File: config.mk
export PLATFORM = sky130hd
export DESIGN_NAME = radius_ctrl
export DESIGN_NICKNAME = d
export VERILOG_FILES = /design/src/rtl/radius_ctrl.sv
export SDC_FILE = /design/constraint.sdc
export NUM_CORES = 1
export LEC_CHECK = 0
export CAP_MARGIN = 5
export CORE_MARGIN = 10
export CORE_UTILIZATION = 50
export DETAILED_ROUTE_END_ITERATION = 8
export GPL_TIMING_DRIVEN = 0
export PLACE_DENSITY = 0.74
export SLEW_MARGIN = 0
export SYNTH_ARGS = -nofsm -noshare
export SYNTH_HDL_FRONTEND = slang
export SYNTH_SLANG_ARGS = --single-unit
File: constraint.sdc
create_clock -name clk -period 3.3 [get_ports clk]
set_input_delay 0.66 -clock clk [delete_from_list [all_inputs] [get_ports clk]]
set_output_delay 0.66 -clock clk [all_outputs]
set_load 0.02 [all_outputs]
File: src/rtl/radius_ctrl.sv
// Radius controller: plus/minus buttons with press, hold and auto-repeat
// stepping of a saturating radius, gated by the game mode flags.
//
// Ports:
//   clk, reset         clock, asynchronous active-high reset
//   plus, minus        asynchronous button levels
//   gamemenu, gamerun,
//   gamepause          mode flags (MENU restores R_INIT, RUN steps)
//   r                  registered radius
//   at_min, at_max     r at a limit
//   changed            one-cycle pulse after r takes a new value
module radius_ctrl #(
    parameter int W          = 6,
    parameter int R_MIN      = 10,
    parameter int R_MAX      = 50,
    parameter int R_INIT     = 50,
    parameter int R_STEP     = 10,
    parameter int HOLD_CYC   = 25000000,
    parameter int REPEAT_CYC = 10000000
) (
    input  logic         clk,
    input  logic         reset,
    input  logic         plus,
    input  logic         minus,
    input  logic         gamemenu,
    input  logic         gamerun,
    input  logic         gamepause,
    output logic [W-1:0] r,
    output logic         at_min,
    output logic         at_max,
    output logic         changed
);

    localparam int CMAX = (HOLD_CYC > REPEAT_CYC) ? HOLD_CYC : REPEAT_CYC;
    localparam int CW   = $clog2(CMAX) + 1;

    localparam logic [W-1:0]  RMIN  = W'(R_MIN);
    localparam logic [W-1:0]  RMAX  = W'(R_MAX);
    localparam logic [W-1:0]  RINIT = W'(R_INIT);
    localparam logic [W:0]    STEPW = (W+1)'(R_STEP);
    localparam logic [W:0]    LOWB  = (W+1)'(R_MIN + R_STEP);
    localparam logic [CW-1:0] HLAST = CW'(HOLD_CYC - 1);
    localparam logic [CW-1:0] RLAST = CW'(REPEAT_CYC - 1);

    typedef enum logic [1:0] {IDLE, WAIT, REPEAT} st_t;

    logic          menu, run;
    logic [1:0]    s1, s2, prev;
    logic          v1, v2;
    st_t           st  [2];
    logic [CW-1:0] cnt [2];
    logic [1:0]    ev;
    logic [W:0]    up;
    logic [W-1:0]  r_nx;

    assign menu = gamemenu & ~gamerun & ~gamepause;
    assign run  = gamerun & ~gamemenu & ~gamepause;

    function automatic logic [CW-1:0] inc(input logic [CW-1:0] c);
        return (c == '1) ? c : c + CW'(1);
    endfunction

    // Bit 0 is plus, bit 1 is minus. prev reads as "high" until the
    // synchroniser has produced a real sample, so a button held through
    // reset never looks like a fresh press.
    always_ff @(posedge clk or posedge reset) begin
        if (reset) begin
            s1   <= '0;
            s2   <= '0;
            v1   <= 1'b0;
            v2   <= 1'b0;
            prev <= 2'b11;
        end else begin
            s1   <= {minus, plus};
            s2   <= s1;
            v1   <= 1'b1;
            v2   <= v1;
            prev <= v2 ? s2 : 2'b11;
        end
    end

    always_comb begin
        ev = '0;
        for (int i = 0; i < 2; i++) begin
            if (run && s2[i]) begin
                unique case (st[i])
                    IDLE:    ev[i] = ~prev[i];
                    WAIT:    ev[i] = (cnt[i] == HLAST);
                    REPEAT:  ev[i] = (cnt[i] == RLAST);
                    default: ev[i] = 1'b0;
                endcase
            end
        end
    end

    always_ff @(posedge clk or posedge reset) begin
        if (reset) begin
            for (int i = 0; i < 2; i++) begin
                st[i]  <= IDLE;
                cnt[i] <= '0;
            end
        end else begin
            for (int i = 0; i < 2; i++) begin
                if (!run || !s2[i]) begin
                    st[i]  <= IDLE;
                    cnt[i] <= '0;
                end else begin
                    unique case (st[i])
                        IDLE: begin
                            if (ev[i]) begin
                                st[i]  <= WAIT;
                                cnt[i] <= '0;
                            end
                        end
                        WAIT: begin
                            if (ev[i]) begin
                                st[i]  <= REPEAT;
                                cnt[i] <= '0;
                            end else begin
                                cnt[i] <= inc(cnt[i]);
                            end
                        end
                        REPEAT: begin
                            if (ev[i]) cnt[i] <= '0;
                            else       cnt[i] <= inc(cnt[i]);
                        end
                        default: begin
                            st[i]  <= IDLE;
                            cnt[i] <= '0;
                        end
                    endcase
                end
            end
        end
    end

    // Simultaneous grow and shrink cancel out.
    always_comb begin
        up   = {1'b0, r} + STEPW;
        r_nx = r;
        if (menu) begin
            r_nx = RINIT;
        end else if (run && (ev[0] ^ ev[1])) begin
            if (ev[0])
                r_nx = (up > {1'b0, RMAX}) ? RMAX : up[W-1:0];
            else
                r_nx = ({1'b0, r} < LOWB) ? RMIN : r - STEPW[W-1:0];
        end
    end

    always_ff @(posedge clk or posedge reset) begin
        if (reset) begin
            r       <= RINIT;
            changed <= 1'b0;
        end else begin
            r       <= r_nx;
            changed <= (r_nx != r);
        end
    end

    assign at_min = (r == RMIN);
    assign at_max = (r == RMAX);

endmodule
==> summary.txt, run 1 <==
Outcome
  – Run status: complete, no violations

Detailed routing
  – Drt initial violations: 243
  – Post-DRT Antenna Nets: 0
  – Detailed-route via count: 3812
  – Routed wirelength normalized by instance count: 15.7 um
  – Number of optimization iterations in the first detailed-route pass: 5
  – Count of unresolved DRC violations after routing: 0
  – Vias/cell: 5.94
  – Final WL: 10.1 mm

Clock network
  – Total number of clock tree sinks: 71
  – Library cell used as clock root buffer: sky130_fd_sc_hd__clkbuf_8
  – Clock edge transition at the registers on the reported setup and hold paths: 0.08 ns
  – H-tree levels: 3
  – Max clock buf depth: 2
  – Clock insertion delay at the later pin of the skew report: 0.36 ns
  – Number of hold-repair buffers added at the cts stage: 0
  – Number of clock buffers inserted by TritonCTS: 9
  – Clock tree from TritonCTS: built

Global route
  – Final global-route overflow total: 0
  – Number of global-route vias before repair: 3595
  – Global-route wire length before repair: 17.4 mm
  – Pin count of the biggest net entering global routing: 72
  – Antenna violations before repair: 0
  – Total Routing Usage GR: 16.1%

Synthesis
  – Sequential cell area fraction in the yosys report: 40.5%
  – Mapped cell area: 4410 sq um
  – Average cell area after synthesis: 8.78 sq um
  – Count of unique library cells instantiated by Yosys: 65
  – Largest cells by area after synthesis: sky130_fd_sc_hd__dfrtp_1 37%, sky130_fd_sc_hd__nor2_1 5.3%, sky130_fd_sc_hd__ha_1 4.8%
  – Leading register cell type out of synthesis: sky130_fd_sc_hd__dfrtp_1
  – Yosys reg bits: 71
  – Syn nets: 526
  – Number of flops mapped to enable cells by yosys: 0
  – Top cell type by total area after synthesis: sky130_fd_sc_hd__dfrtp_1
  – Number of instances in the synthesized netlist: 502
  – Asr flop ratio synth: 100%
  – Most frequent cells after synthesis: 66 x sky130_fd_sc_hd__dfrtp_1, 62 x sky130_fd_sc_hd__nor2_1, 49 x sky130_fd_sc_hd__nand2_1
  – Cell with the most instances after synthesis: sky130_fd_sc_hd__dfrtp_1
  – Top cell type's share of synthesized area: 37.5%
  – Number of warnings reported in the yosys synthesis log: 0

Cells and area
  – Area overhead of the layout relative to synthesis: 12.3%
  – Final Core Density: 57.3%
  – Fill count: 768
  – Net count reported at finish: 553
  – Multi-input gate area: 2490 sq um
  – Count of inserted antenna diode cells: 0
  – Layout cell share with drive strength beyond 1: 9.18%
  – Reg area: 1780 sq um
  – Post-Layout Cell Count: 642

Worst setup path
  – Critical Path AT: 3.36 ns
  – Critical Path Source: st[0]
  – Endpoint kind of the worst setup timing path: flop
  – Worst setup slack for register-to-register paths: 0.21 ns
  – Biggest fanout along the worst timing path: 7
  – Critical register-to-register path endpoint: r[4]
  – Crit path cell chain: inv_1, ha_1, or4b_4, a2111oi_4, o2111ai_2, a21o_4, nor3b_4, buf_4, or2_4, nor3_1, a41oi_2
  – Number of stages on the worst setup path: 11
  – Largest stage delay on the critical path: 0.53 ns
  – Top Family by Delay on Critical Path: compound AO/OA/AOI/OAI gates
  – End of the critical path: r[4]
  – Worst Reg-to-Reg Cells: 11
  – Critical path startpoint category: flop
  – Startpoint of the worst register-to-register path: st[0]
  – CP Class: flop to flop
  – Slowest cell on crit path: sky130_fd_sc_hd__or4b_4
  – Crit path required time: 3.57 ns
  – Number of buffer and inverter stages on the critical path: 2

Die
  – Die Width: 114 um
  – Core area: 8640 sq um
  – Top-level I/O count: 16
  – Vertical extent of the die: 114 um
  – FP Rows: 34
  – Initial core utilization: 51.0%
  – Die ar.: 13000 sq um

Power
  – Power Total: 1.90 mW
  – Power Dens Cells: 384 nW/um^2
  – Maximum vdd drop: 0.293 mV
  – Static Leak: 1.94 nW

Placement
  – Weighted congestion reported at the end of routability-driven placement: 0.887
  – Number of placed instances, taps included: 625
  – Detailed placer's ending HPWL: 7.12 mm
  – Number of buffers added on ports: 15

Timing
  – Worst-case clock skew: 0.00973 ns
  – Final count of pins violating max slew: 0
  – Post-layout minimum cycle time: 3.09 ns
  – Count of endpoints failing hold in the final timing report: 0
  – Top achievable clock speed: 0.324 GHz
  – Period Utilization, post-route: 93.6%
  – Max-slew headroom at the worst pin: 41.1%
  – Unrepaired setup endpoints after global routing: false
  – Final setup violation count: 0
  – Worst-margin pin slew: 0.883 ns
  – Worst hold slack: 0.348 ns

Run
  – Number of max-cap violations: 0

Worst hold path
  – Class of the tightest hold or removal check: flop to flop
## logic make-up (layout without fill, tap and decap cells)
kind of cell,after synthesis,after routing,synth area share (%)
buffers and inverters,36,68,3.35
other,1,1,0.0851
AOI/OAI and AO/OA,105,105,16.6
DFF,71,71,40.5
xor gates and xnor gates,30,30,5.96
and+or+nand+nor,239,239,27.9
muxes,2,2,0.483
adders and majority gates,18,18,5.06
## registers in the layout (all words and copies together), names as in the netlist
signal / cells
r: 6
cnt: 52
s2: 2
changed: 1
st: 4
prev: 2
v1: 1
s1: 2
v2: 1
## how the worst min path moves through the flow
stage	startpoint	depth (start not counted)	to	slack (ns)
after floorplan	s1[0]	0	s2[0]	0.33
after global routing	s1[1]	0	s2[1]	0.37
after detailed placement	s1[1]	0	s2[1]	0.34
after global placement	v1	0	v2	0.33
final	s1[0]	0	s2[0]	0.35
after CTS	s1[1]	0	s2[1]	0.35
## power by group
part / switching, mW / internal (mW) / leakage (nW)
Clock: 0.344 / 0.447 / 0.110
Combinational: 0.130 / 0.0784 / 0.869
Sequential: 0.0141 / 0.887 / 0.960
Total: 0.489 / 1.41 / 1.94
## through the flow
step                      TNS [ns]  instance area [sq um]  setup slack, ns
after floorplan                  0                   4410            0.517
after global placement      -24.62                   4690           -0.369
after detailed placement    -0.561                   4690           -0.251
after CTS                        0                   4920           0.0529
after global routing             0                   4950          0.00126
final                            0                   4950            0.212
## routing by layer
metal | GRT usage (%) | vias up | part of all wire (%)
li1 | - | 1862 | -
met1 | 21.9 | 1847 | 48
met2 | 24.2 | 92 | 46
met3 | 4.04 | 11 | 4.8
met4 | 6.18 | 0 | 1.4
met5 | 0 | - | 0
## area by class of cell
type	instances	share of cell area, %
well taps	108	2.73
flip-flops and latches	71	36.0
plain buffers	18	1.69
inverters	17	1.34
clock buffers	11	2.86
clock inverters	5	1.64
repair buffers	17	3.34
multi-input cells	395	50.3
## repair_timing
| item | CTS | global route |
|---|---|---|
| gates resized for setup | 0 | 9 |
| buffers inserted | 0 | 2 |
| endpoints found under the setup margin | 0 | 30 |
## worst register-to-register path, delay by kind of cell (launching register included)
family,cells,cell delay (ns)
adders and majority gates,1,0.32
and+or+nand+nor,4,0.93
buffers and inverters,2,0.26
DFF,1,0.42
AOI/OAI and AO/OA,4,1.07
## cells in the final DEF, fill, tap and decap left out, drive strengths merged, types with 3 or more instances in the layout
master	count
inv	17
or4	3
or3	4
nand3	38
dfrtp	66
xnor2	7
nor3	13
o22ai	3
a211oi	4
nor2	62
a31oi	5
o21ai	39
nor4b	5
clkbuf	26
a21oi	22
nand2	50
xor2	23
clkdlybuf4s50	15
and4	5
ha	17
nor4	5
a22oi	3
dfstp	5
nand2b	8
o31ai	12
buf	5
nor3b	3
nand4	9
and2	7
and3	16
(Power assumes the default switching activity.)
==> run 2: changes to the inputs <==
--- a/config.mk
+++ b/config.mk
@@ -6,7 +6,7 @@
 export NUM_CORES = 1
 export LEC_CHECK = 0
 export CAP_MARGIN = 5
-export CORE_MARGIN = 10
+export CORE_MARGIN = 8
 export CORE_UTILIZATION = 50
 export DETAILED_ROUTE_END_ITERATION = 8
 export GPL_TIMING_DRIVEN = 0
==> summary.txt, run 2 (synthesis results as in run 1) <==
Detailed routing
  – Drt initial violations: 187
  – Vias/cell: 5.92
  – Routed wirelength normalized by instance count: 15.7 um
  – Count of unresolved DRC violations after routing: 0
  – Number of optimization iterations in the first detailed-route pass: 5
  – Detailed-route via count: 3795
  – Final WL: 10.1 mm
  – Post-DRT Antenna Nets: 0

Cells and area
  – Max reg flops: 52
  – Layout cell share with drive strength beyond 1: 8.26%
  – Total non-filler cell area in the finished layout: 4900 sq um
  – Count of inserted antenna diode cells: 0
  – Net count reported at finish: 552
  – Final Core Density: 56.8%
  – Area overhead of the layout relative to synthesis: 11.3%
  – Register with the most flip-flops: cnt
  – Post-Layout Cell Count: 641
  – Most frequent cells in the layout: 66 x sky130_fd_sc_hd__dfrtp_1, 62 x sky130_fd_sc_hd__nor2_1, 49 x sky130_fd_sc_hd__nand2_1
  – Leading cell type in the layout, fill and taps excluded: sky130_fd_sc_hd__dfrtp_1
  – Top flop regs: cnt: 52 flops, r: 6 flops, st: 4 flops

Timing
  – Worst-margin pin slew: 0.850 ns
  – Final setup violation count: 0
  – Post-layout minimum cycle time: 3.18 ns
  – Count of endpoints failing hold in the final timing report: 0
  – Top achievable clock speed: 0.314 GHz
  – Max-slew headroom at the worst pin: 43.3%
  – Period Utilization, post-route: 96.5%
  – Worst-case clock skew: 0.00572 ns
  – Final count of pins violating max slew: 0
  – Unrepaired setup endpoints after global routing: true

Placement
  – Detailed placer's ending HPWL: 7.08 mm
  – Number of placed instances, taps included: 625
  – Weighted congestion reported at the end of routability-driven placement: 0.871
  – Total cell area at the placement stage: 4690 sq um
  – Number of buffers added on ports: 15

Worst setup path
  – Critical path startpoint category: flop
  – Biggest fanout along the worst timing path: 7
  – Crit path required time: 3.52 ns
  – CP Class: flop to flop
  – Critical Path AT: 3.40 ns
  – Endpoint kind of the worst setup timing path: flop

Clock network
  – Number of clock buffers inserted by TritonCTS: 9
  – Total number of clock tree sinks: 71
  – Clock tree from TritonCTS: built
  – Library cell used as clock root buffer: sky130_fd_sc_hd__clkbuf_8
  – H-tree levels: 3
  – Clock insertion delay at the later pin of the skew report: 0.35 ns
  – Clock edge transition at the registers on the reported setup and hold paths: 0.08 ns
  – Post-CTS Setup Bufs: 0
  – Max clock buf depth: 2
  – Number of hold-repair buffers added at the cts stage: 0

Global route
  – Pin count of the biggest net entering global routing: 72
  – Number of global-route vias before repair: 3635
  – Global-route wire length before repair: 17.3 mm
  – Total Routing Usage GR: 17.9%
  – Final global-route overflow total: 0
  – Antenna violations before repair: 0

Power
  – Static Leak: 1.91 nW
  – Power Dens Cells: 364 nW/um^2
  – Power Total: 1.78 mW
  – Maximum vdd drop: 0.296 mV

Die
  – Die ar.: 12100 sq um
  – FP Rows: 34
  – Top-level I/O count: 16
  – Core area: 8640 sq um
  – Vertical extent of the die: 110 um
  – Die Width: 110 um
  – Initial core utilization: 51.0%

Worst hold path
  – Class of the tightest hold or removal check: flop to flop

Outcome
  – Run status: complete, no violations

Run
  – Number of max-cap violations: 0
[run 2: worst paths after layout]
| check | startpoint | endpoint | slack (ns) | depth (start not counted) |
|---|---|---|---|---|
| min in group asynchronous | reset | changed | 0.85 | 2 |
| max in group asynchronous | reset | cnt[34] | 1.91 | 2 |
| max | st[0] | changed | 0.12 | 10 |
| max reg2reg | st[0] | changed | 0.12 | 10 |
| min reg2reg | s1[0] | s2[0] | 0.36 | 0 |
| min | s1[0] | s2[0] | 0.36 | 0 |
[run 2: area by class of cell]
type / instances / area [sq um]
clock buffer: 13 / 169
clock inverter: 3 / 25.0
sequential: 71 / 1780
buffer: 19 / 83.8
timing repair buffer: 15 / 150
fill: 790 / 3730
tap: 108 / 135
inverter: 17 / 66.3
multi-input combinational: 395 / 2490
[run 2: stage by stage]
stage / setup TNS [ns] / setup WS (ns) / hold slack, ns
6_report: 0 / 0.116 / 0.361
4_1_cts: 0 / 0.128 / 0.363
2_1_floorplan: 0 / 0.517 / 0.331
3_3_place_gp: -19.87 / -0.302 / 0.333
3_5_place_dp: -0.337 / -0.195 / 0.345
5_1_grt: -0.0312 / -0.0312 / 0.372
[run 2: per-layer routing]
layer	track usage (%)	up-vias	wire, um
li1	-	1850	-
met4	5.79	0	160
met5	0	-	0
met3	4.40	15	516
met1	23.6	1814	4610
met2	28.1	116	4800
[run 2: where the power goes]
group / internal, mW / total, mW / switching, mW
logic: 0.0779 / 0.209 / 0.132
clock network: 0.339 / 0.677 / 0.338
registers: 0.886 / 0.896 / 0.00992
[run 2: critical path, stage by stage (launching register included)]
cell and delay [ns]:
sky130_fd_sc_hd__dfrtp_1 0.43, sky130_fd_sc_hd__inv_1 0.11, sky130_fd_sc_hd__ha_1 0.30, sky130_fd_sc_hd__or4b_4 0.53, sky130_fd_sc_hd__a2111oi_4 0.31, sky130_fd_sc_hd__o2111ai_2 0.23, sky130_fd_sc_hd__a21o_4 0.32, sky130_fd_sc_hd__nor3b_4 0.30
sky130_fd_sc_hd__a221oi_1 0.16, sky130_fd_sc_hd__a221oi_2 0.23, sky130_fd_sc_hd__a31oi_1 0.13
[run 2: what timing repair did]
item,in CTS,in global routing
gates resized for setup,0,3
endpoints found under the hold margin,0,0
endpoints found under the setup margin,0,6
